<file path="config.mk">
export PLATFORM = sky130hd
export DESIGN_NAME = seven_seg_scan_flat
export DESIGN_NICKNAME = d
export VERILOG_FILES = /design/src/rtl/seven_seg_scan_pkg.sv /design/src/rtl/seven_seg_scan_if.sv /design/src/rtl/seven_seg_scan_bcd_to_seg.sv /design/src/rtl/seven_seg_scan.sv /design/src/flat_wrapper.sv
export SDC_FILE = /design/constraint.sdc
export NUM_CORES = 1
export LEC_CHECK = 0
export ABC_AREA = 1
export CORE_MARGIN = 2
export CORE_UTILIZATION = 25
export DETAILED_ROUTE_END_ITERATION = 7
export SLEW_MARGIN = 10
export SYNTH_ARGS = -nofsm -noshare
export SYNTH_HDL_FRONTEND = slang
export SYNTH_SLANG_ARGS = --single-unit
</file>
<file path="constraint.sdc">
create_clock -name clk -period 2.7 [get_ports clk]
set_clock_uncertainty 0.15 [all_clocks]
set_input_delay 0.54 -clock clk [delete_from_list [all_inputs] [get_ports clk]]
set_output_delay 0.54 -clock clk [all_outputs]
set_load 0.05 [all_outputs]
</file>
<file path="src/rtl/seven_seg_scan_pkg.sv">
// Shared definitions for the seven-segment scan driver: segment patterns,
// BCD digit width and a helper that picks one digit out of a packed vector.
package seven_seg_scan_pkg;

  localparam int BCD_W   = 4;  // bits per packed BCD digit
  localparam int MAX_DIG = 8;  // widest supported display

  typedef logic [6:0] seg_t;   // seg[0]=a ... seg[6]=g, active-high

  localparam seg_t SEG_0    = 7'h3F;  // a b c d e f
  localparam seg_t SEG_1    = 7'h06;  // b c
  localparam seg_t SEG_2    = 7'h5B;  // a b d e g
  localparam seg_t SEG_3    = 7'h4F;  // a b c d g
  localparam seg_t SEG_4    = 7'h66;  // b c f g
  localparam seg_t SEG_5    = 7'h6D;  // a c d f g
  localparam seg_t SEG_6    = 7'h7D;  // a c d e f g
  localparam seg_t SEG_7    = 7'h07;  // a b c
  localparam seg_t SEG_8    = 7'h7F;  // all
  localparam seg_t SEG_9    = 7'h6F;  // a b c d f g
  localparam seg_t SEG_DASH = 7'h40;  // g only, shown for codes 10..15
  localparam seg_t SEG_OFF  = 7'h00;

  // Digit i of a packed BCD vector (digit 0 in the low nibble).
  function automatic logic [BCD_W-1:0] digit_at(
    input logic [BCD_W*MAX_DIG-1:0] packed_digits,
    input int unsigned              i
  );
    return packed_digits[i*BCD_W +: BCD_W];
  endfunction

endpackage

</file>
<file path="src/rtl/seven_seg_scan_if.sv">
// Display-side bundle: BCD digits and controls in, scanned segment/anode
// drive out. The driver sits on the slave side.
interface seven_seg_scan_if
  import seven_seg_scan_pkg::*;
#(
  parameter int NDIG = 4
);
  logic [BCD_W*NDIG-1:0] digits_in;
  logic                  sec_tick;
  logic                  blank_lz;
  seg_t                  seg;
  logic                  dp;
  logic [NDIG-1:0]       an;

  modport master (output digits_in, sec_tick, blank_lz, input seg, dp, an);
  modport slave  (input digits_in, sec_tick, blank_lz, output seg, dp, an);
endinterface

</file>
<file path="src/rtl/seven_seg_scan_bcd_to_seg.sv">
// Combinational BCD to active-high seven-segment decoder; codes above 9
// show a dash so a corrupted counter is visible rather than silent.
module bcd_to_seg
  import seven_seg_scan_pkg::*;
(
  input  logic [BCD_W-1:0] i_bcd,
  output seg_t             o_seg
);

  // Decode one digit to its segment set.
  always_comb begin
    // NOTE: assign a default before the case so every path drives o_seg and no latch is inferred.
    o_seg = SEG_DASH;
    case (i_bcd)
      4'd0:    o_seg = SEG_0;
      4'd1:    o_seg = SEG_1;
      4'd2:    o_seg = SEG_2;
      4'd3:    o_seg = SEG_3;
      4'd4:    o_seg = SEG_4;
      4'd5:    o_seg = SEG_5;
      4'd6:    o_seg = SEG_6;
      4'd7:    o_seg = SEG_7;
      4'd8:    o_seg = SEG_8;
      4'd9:    o_seg = SEG_9;
      default: o_seg = SEG_DASH;
    endcase
  end

endmodule

</file>
<file path="src/rtl/seven_seg_scan.sv">
// Time-multiplexed seven-segment driver. Each digit owns a slot of
// REFRESH_DIV cycles whose first cycle is dead time; all digits of one frame
// come from a snapshot taken at the start of the frame.
module seven_seg_scan
  import seven_seg_scan_pkg::*;
#(
  parameter int NDIG        = 4,
  parameter int REFRESH_DIV = 1000,
  parameter bit ACTIVE_LOW  = 1'b1
)(
  input  logic                  clk,
  input  logic                  rst,   // synchronous, active-low
  seven_seg_scan_if.slave       bus
);

  localparam int CNT_W = $clog2(REFRESH_DIV);
  localparam int IDX_W = $clog2(NDIG);

  logic [CNT_W-1:0]      r_cnt;
  logic [IDX_W-1:0]      r_idx;
  logic [BCD_W*NDIG-1:0] r_frame;
  logic                  r_blink;
  seg_t                  r_seg;
  logic                  r_dp;
  logic [NDIG-1:0]       r_an;

  logic                     w_cnt_wrap;
  logic                     w_idx_last;
  logic                     w_slot_active;
  logic                     w_snapshot;
  logic [31:0]              w_idx32;
  logic [BCD_W*MAX_DIG-1:0] w_frame_ext;
  logic [BCD_W*NDIG-1:0]    w_upper;
  logic [BCD_W-1:0]         w_digit;
  logic                     w_blank;
  seg_t                     w_seg_raw;
  seg_t                     w_seg_lit;
  logic                     w_dp_lit;
  logic [NDIG-1:0]          w_an_lit;

  assign w_cnt_wrap    = (r_cnt == CNT_W'(REFRESH_DIV - 1));
  assign w_idx_last    = (r_idx == IDX_W'(NDIG - 1));
  assign w_slot_active = (r_cnt != '0);
  assign w_snapshot    = (r_cnt == '0) && (r_idx == '0);
  assign w_idx32       = {{(32 - IDX_W){1'b0}}, r_idx};

  // Slot counter and digit index; a wrap of the slot moves to the next digit.
  always_ff @(posedge clk) begin
    // NOTE: sequential state uses non-blocking assignments so all registers update together at the edge.
    if (!rst) begin
      r_cnt <= '0;
      r_idx <= '0;
    end else if (w_cnt_wrap) begin
      r_cnt <= '0;
      r_idx <= w_idx_last ? '0 : r_idx + 1'b1;
    end else begin
      r_cnt <= r_cnt + 1'b1;
    end
  end

  // Frame snapshot taken in the dead cycle before digit 0, so a frame never mixes old and new digits.
  always_ff @(posedge clk) begin
    if (!rst) begin
      r_frame <= '0;
    end else if (w_snapshot) begin
      r_frame <= bus.digits_in;
    end
  end

  // Separator blink state, one toggle per second tick.
  always_ff @(posedge clk) begin
    if (!rst) begin
      r_blink <= 1'b0;
    end else if (bus.sec_tick) begin
      r_blink <= ~r_blink;
    end
  end

  // Widen the frame so the shared digit helper can index it.
  always_comb begin
    w_frame_ext                   = '0;
    w_frame_ext[BCD_W*NDIG-1:0]   = r_frame;
  end

  assign w_digit = digit_at(w_frame_ext, w_idx32);

  // Digits from idx upward are all zero exactly when the shifted frame is zero.
  assign w_upper = r_frame >> (BCD_W * w_idx32);
  assign w_blank = bus.blank_lz && (r_idx != '0) && (w_upper == '0);

  bcd_to_seg u_bcd_to_seg (
    .i_bcd (w_digit),
    .o_seg (w_seg_raw)
  );

  // Logical (active-high) drive for the current slot; dead time leaves everything off.
  always_comb begin
    w_seg_lit = SEG_OFF;
    w_dp_lit  = 1'b0;
    w_an_lit  = '0;
    if (w_slot_active) begin
      w_an_lit[r_idx] = 1'b1;
      if (!w_blank) begin
        w_seg_lit = w_seg_raw;
      end
      w_dp_lit = r_blink && (w_idx32 == 32'd2);
    end
  end

  // Output register applies the display polarity; reset drives the inactive level.
  always_ff @(posedge clk) begin
    if (!rst) begin
      r_seg <= {7{ACTIVE_LOW}};
      r_dp  <= ACTIVE_LOW;
      r_an  <= {NDIG{ACTIVE_LOW}};
    end else begin
      r_seg <= w_seg_lit ^ {7{ACTIVE_LOW}};
      r_dp  <= w_dp_lit ^ ACTIVE_LOW;
      r_an  <= w_an_lit ^ {NDIG{ACTIVE_LOW}};
    end
  end

  assign bus.seg = r_seg;
  assign bus.dp  = r_dp;
  assign bus.an  = r_an;

endmodule

</file>
<file path="src/flat_wrapper.sv">
// flat-port wrapper written by rule: the top's interface ports become plain ports
module seven_seg_scan_flat import seven_seg_scan_pkg::*;
#(
  parameter int NDIG        = 4,
  parameter int REFRESH_DIV = 1000,
  parameter bit ACTIVE_LOW  = 1'b1
)
  (clk, rst, bus_digits_in, bus_sec_tick, bus_blank_lz, bus_seg, bus_dp, bus_an);
  seven_seg_scan_if #(.NDIG(NDIG)) bus_i ();
  input  logic clk;
  input  logic rst;
  input wire logic [$bits(bus_i.digits_in)-1:0] bus_digits_in;
  input wire logic [$bits(bus_i.sec_tick)-1:0] bus_sec_tick;
  input wire logic [$bits(bus_i.blank_lz)-1:0] bus_blank_lz;
  output wire logic [$bits(bus_i.seg)-1:0] bus_seg;
  output wire logic [$bits(bus_i.dp)-1:0] bus_dp;
  output wire logic [$bits(bus_i.an)-1:0] bus_an;
  assign bus_i.digits_in = bus_digits_in;
  assign bus_i.sec_tick = bus_sec_tick;
  assign bus_i.blank_lz = bus_blank_lz;
  assign bus_seg = bus_i.seg;
  assign bus_dp = bus_i.dp;
  assign bus_an = bus_i.an;
  seven_seg_scan #(.NDIG(NDIG), .REFRESH_DIV(REFRESH_DIV), .ACTIVE_LOW(ACTIVE_LOW)) u_core (.clk(clk), .rst(rst), .bus(bus_i));
endmodule
</file>
### After elaboration in Yosys (flattened, before gate mapping)

Memory sizes are Yosys's and may differ from the RTL's.
Cells that the tools add are included.

| cells by class | value |
|---|---|
| $add $sub $neg | 2 |
| $lt $le $gt $ge | 2 |
| equal/unequal tests | 3 |
| shift operators | 2 |
| multiplexer cells | 7 |
| bitwise operators | 5 |
| reductions and logical operators | 11 |

Operators by type and width:

| cell | count |
|---|---|
| $shiftx A32 B5 Y4 | 1 |
| $logic_not A16 Y1 | 1 |
| $shr A16 B4 Y16 | 1 |
| $mux W7 | 2 |
| $add A10 B1 Y10 const B | 1 |
| $eq A10 B10 Y1 const B | 1 |
| $logic_not A10 Y1 | 1 |
| $reduce_bool A10 Y1 | 1 |
| $not A7 Y7 | 1 |
| $logic_and A1 B1 Y1 | 5 |
| $eq A2 B2 Y1 const B | 2 |
| $mux W4 | 1 |
| $not A4 Y4 | 1 |
| $lt A2 B3 Y1 const B | 1 |
| $not A1 Y1 | 3 |
| $add A2 B1 Y2 const B | 1 |
| $demux W1 S2 | 1 |
| $ge A2 B1 Y1 const B | 1 |
| $logic_not A2 Y1 | 1 |
| $mux W1 | 2 |
| $mux W2 | 1 |
| $reduce_bool A2 Y1 | 1 |
| $reduce_or A2 Y1 | 1 |

| storage, ports and cells | value |
|---|---|
| bits in registers | 41 |
| bits in read-only memories | 112 |
| output and inout port bits | 12 |
| word-level logic and storage cells | 40 |
| memories kept | 1 |

Memories:

| name | depth | width | read ports | clocked after Yosys merged registers in | wr ports | line | text |
|---|---|---|---|---|---|---|---|
| (name not given) | 16 | 7 | 1 | 0 | 0 | seven_seg_scan_bcd_to_seg.sv:14 | `case (i_bcd)` |

### Depth between registers and ports, before layout

| depth | value |
|---|---|
| depth in word-level cells | 6 |
| depth in mapped cells | 11 |
| gate-level depth less buffers | 10 |

### Modules after synthesis

A second synthesis with hierarchy kept.

| unflattened totals | value |
|---|---|
| cell total of the unflattened synthesis | 302 |
| area total of the unflattened synthesis | 2044.5 µm² |

Modules (own cells, without submodules):

| module | instances | cells each | area an instance (µm²) | sequential area each (µm²) |
|---|---|---|---|---|
| seven_seg_scan | 1 | 266 | 1851.8 | 820.8 |
| bcd_to_seg | 1 | 36 | 192.7 | 0.0 |

### Worst setup path before layout

Ideal clock, no wire load.

| path | value |
|---|---|
| kind | register to register |
| from | register u_core.r_idx[0] |
| to | register u_core.r_seg[0], in the netlist u_core.bus.seg[0] |
| data arrival time | 1.870 ns |
| setup slack | 0.617 ns |
| stages on the path, launching flop included | 12 |
| path buffers | 1 |
| period minus slack after synthesis | 2.083 ns |
| cells stage by stage | dfxtp_1 buf_2 or2_2 o211ai_1 o21ai_0 inv_1 ha_1 nand3_1 or2_1 nor2_1 nand2_1 nand3_1 |

| on the way | value |
|---|---|
| cells in the longest elaborated chain, start to end | 6 |
| elaborated cells on any way between the ends | 10 |
| classes of those cells | shift: 2; mux: 2; bitwise: 1; reduce/logical: 4; memory: 1 |

RTL lines:

| element | line | text |
|---|---|---|
| start: declaration | seven_seg_scan.sv:20 | `logic [IDX_W-1:0] r_idx;` |
| start signal: assignment | seven_seg_scan.sv:55 | `r_idx <= w_idx_last ? '0 : r_idx + 1'b1;` |
| parallel branches: the longest is 3 deep, another holds $mem_v2 Z16 W7 | -- |  |
| $mux W7 * | seven_seg_scan.sv:103 | `if (!w_blank) begin` |
| $mux W7 * | seven_seg_scan.sv:101 | `if (w_slot_active) begin` |
| $not A7 Y7 (no line) * | -- |  |
| end signal: assignment | seven_seg_scan.sv:113 | `r_seg <= {7{ACTIVE_LOW}};` |
| end signal: assignment | seven_seg_scan.sv:117 | `r_seg <= w_seg_lit ^ {7{ACTIVE_LOW}};` |
| end: declaration | seven_seg_scan.sv:23 | `seg_t r_seg;` |

Mark *: on every way between the ends.
A chain may end at the register's enable or synchronous reset.

### Final worst setup path

| path | value |
|---|---|
| from | register u_core.r_idx[1] |
| to | register u_core.r_seg[2], in the netlist u_core.bus.seg[2] |

Same word-level chain as after synthesis.

==> metrics.cfg <==
[yosys]
synth_cells=298
synth.top_cell.area_share=0.384
syn_area_um2=2140
yosys.area.top_type=dfxtp_1
ys_ff_latch=41
ys.warnings.count=0
syn-num-nets=329
synth.distinct_cells=29
dominantRegCellSynth=dfxtp_1
synth_seq_area_share=0.384
syn_area_per_cell_um2=7.17
synthArstFlopShare=0
synthTopCellsByArea=dfxtp_1 38%, nand2_1 13%, nor2_1 6.5%
synth-edff-count=0

[worst_setup_path]
cpMostUsedCell=nand3_1
crit_type=flip-flop to flip-flop
start_kind=flip-flop
reg2reg_depth=9
cpMaxStageDelayCell=o21ai_0
r2r_end=u_core.bus.seg[2]$_SDFF_PN1_
crit_chain=clkinv_1 > o21ai_0 > inv_1 > ha_1 > nand3_1 > or2_1 > nor2_1 > nand2_1 > nand3_1
rrSetupSlack_ns=0.37
cp-end-kind=flip-flop
crit_fanout=9
reg2reg_from=u_core.r_idx[1]$_SDFFE_PN0P_
required_ns=2.72
worstPathArrival_ns=2.35
slowest_delay_ns=0.44

[routing]
vias_per_cell=4.20
num_vias=1835
drtAntennaViolNets=0
drt_iter0_drc=71
drc=0
drt_pass1_iterations=4
routed_wl_mm=4.45
wire_per_inst_um=10.2

[final_layout]
drive_gt1_frac=0.123
multi_input_area_um2=1120
fillers=907
antenna_cells=0
fin_nets=362
fin_util=0.319
layout.cells.most_common=nand2_1
fin_cells=437
register_area_um2=821
synthToLayoutAreaGrowth_pct=23.3
final_cell_area_um2=2640
layout_common_cells=74 x nand2_1, 41 x dfxtp_1, 37 x nor2_1

[hold_path]
min_to=u_core.bus.dp$_SDFF_PN1_
min_from=u_core.r_blink$_SDFFE_PN0P_
hold_depth=1
hp-class=flip-flop to flip-flop

[place]
gp_congestion=0.822
placed_area_um2=2550
hpwl_mm=3.37
io_buffer_count=31
placed_cells=429

[grt]
grt_max_degree=20
grt_overflow=0
groute.usage.overall=0.111
antenna_found_initial=0
grt_pass1_vias=1855
grt_pass1_wl_mm=8.14

[cts]
cts_tree=built
htree_num_levels=2
cts_hold_buffers=0
cts_buffers=5
clk_pin_slew_ns=0.08
cts_setup_buffers=0
ctsResizeCount=0
cts.path.max_buffers=2
clock_latency_ns=0.29
cts-root-buf=clkbuf_8
cts_sinks=41

[timing]
setup-tns-final_ns=0
slew-limit-headroom=0.668
finalHoldViolations=0
finalSetupViolations=0
period_minus_slack_ns=2.33
slew_violations=0
worst_pin_slew_ns=0.497
timing.fmax_mhz=430
rsz0062_at_grt=no
fin_crit_sh=0.862

[floorplanning]
io_pins=32
dieArea_um2=9300
initial_core_util=0.259
die_h_um=96.5
core_um2=8260
die_w_um=96.5
rows=33

[pwr]
power_mw=1.42
p_leak_nw=1.19
peakVddDrop_mv=0.170
power.density_nw_per_um2=541

[run]
max_cap_violations=0

[run_status]
outcome=completed

==> synth_stat cells, drive strengths merged (3+ instances only) <==
| cell type | count |
|---|---|
| a21oi | 5 |
| buf | 5 |
| clkbuf | 4 |
| dfxtp | 41 |
| ha | 11 |
| inv | 35 |
| nand2 | 75 |
| nand3 | 27 |
| nand3b | 3 |
| nand4 | 17 |
| nor2 | 61 |
| nor3 | 4 |
| or2 | 3 |
==> routing by layer <==
| layer | wire [µm] | share of wire | vias up | global-route usage |
|---|---|---|---|---|
| li1 | - | - | 1002 | - |
| met1 | 2120 | 0.48 | 792 | 0.139 |
| met2 | 2160 | 0.48 | 38 | 0.192 |
| met3 | 160 | 0.036 | 3 | 0.0186 |
| met4 | 15 | 0.0034 | 0 | 0.0399 |
| met5 | 0 | 0 | - | 0 |
==> report_power, final <==
group	internal [mW]	switching [mW]
Sequential	0.654	0.0337
Combinational	0.136	0.207
Clock	0.179	0.215
Total	0.970	0.455
==> through the flow <==
stage / hold WS (ns) / worst slack (ns)
2_1_floorplan: 0.244 / 0.617
3_3_place_gp: 0.261 / 0.500
3_5_place_dp: 0.264 / 0.415
4_1_cts: 0.286 / 0.395
5_1_grt: 0.309 / 0.133
6_report: 0.281 / 0.373
==> critical path: cells and delay by family, from the launching register on <==
kind / cells / cell delay, ns
AND/OR/NAND/NOR: 5 / 0.51
AO/OA/AOI/OAI: 1 / 0.44
buffers and inverters: 2 / 0.43
flip-flops: 1 / 0.43
adder cells (fa/ha/maj): 1 / 0.25
==> state kept, by name, summed over array words and instances, names as in the netlist <==
signal          count
u_core.r_idx        2
u_core.r_frame     16
u_core.r_cnt       10
u_core.bus.dp       1
u_core.bus.an       4
u_core.bus.seg      7
u_core.r_blink      1
==> area by class of cell <==
class                   instances  area share
inverters                      36      0.0513
well taps                     105      0.0499
clock inverters                 2     0.00380
clock buffers                   6      0.0275
multi-input cells             212       0.427
repair buffers                 35       0.129
flip-flops and latches         41       0.311
==> cell families after synthesis <==
group,Yosys count,synth area share
XOR/XNOR,3,0.0123
AO/OA/AOI/OAI,7,0.0193
AND/OR/NAND/NOR,190,0.426
adder cells (fa/ha/maj),11,0.0644
multiplexers,1,0.00468
flip-flops,41,0.384
buffers and inverters,45,0.0896
==> how the worst max path moves through the flow <==
stage	start	end	slack [ns]	cells past startpoint
finish	u_core.r_idx[1]$_SDFFE_PN0P_	u_core.bus.seg[2]$_SDFF_PN1_	0.37	9
global route	u_core.r_idx[1]$_SDFFE_PN0P_	u_core.bus.seg[0]$_SDFF_PN1_	0.13	10
CTS	u_core.r_idx[0]$_SDFFE_PN0P_	u_core.bus.seg[2]$_SDFF_PN1_	0.39	10
detailed placement	u_core.r_idx[1]$_SDFFE_PN0P_	u_core.bus.seg[2]$_SDFF_PN1_	0.41	9
global placement	u_core.r_idx[0]$_SDFFE_PN0P_	u_core.bus.seg[1]$_SDFF_PN1_	0.50	10
floorplan	u_core.r_idx[0]$_SDFFE_PN0P_	u_core.bus.seg[0]$_SDFF_PN1_	0.62	11
Note: power is estimated with default switching activity, not from simulation.
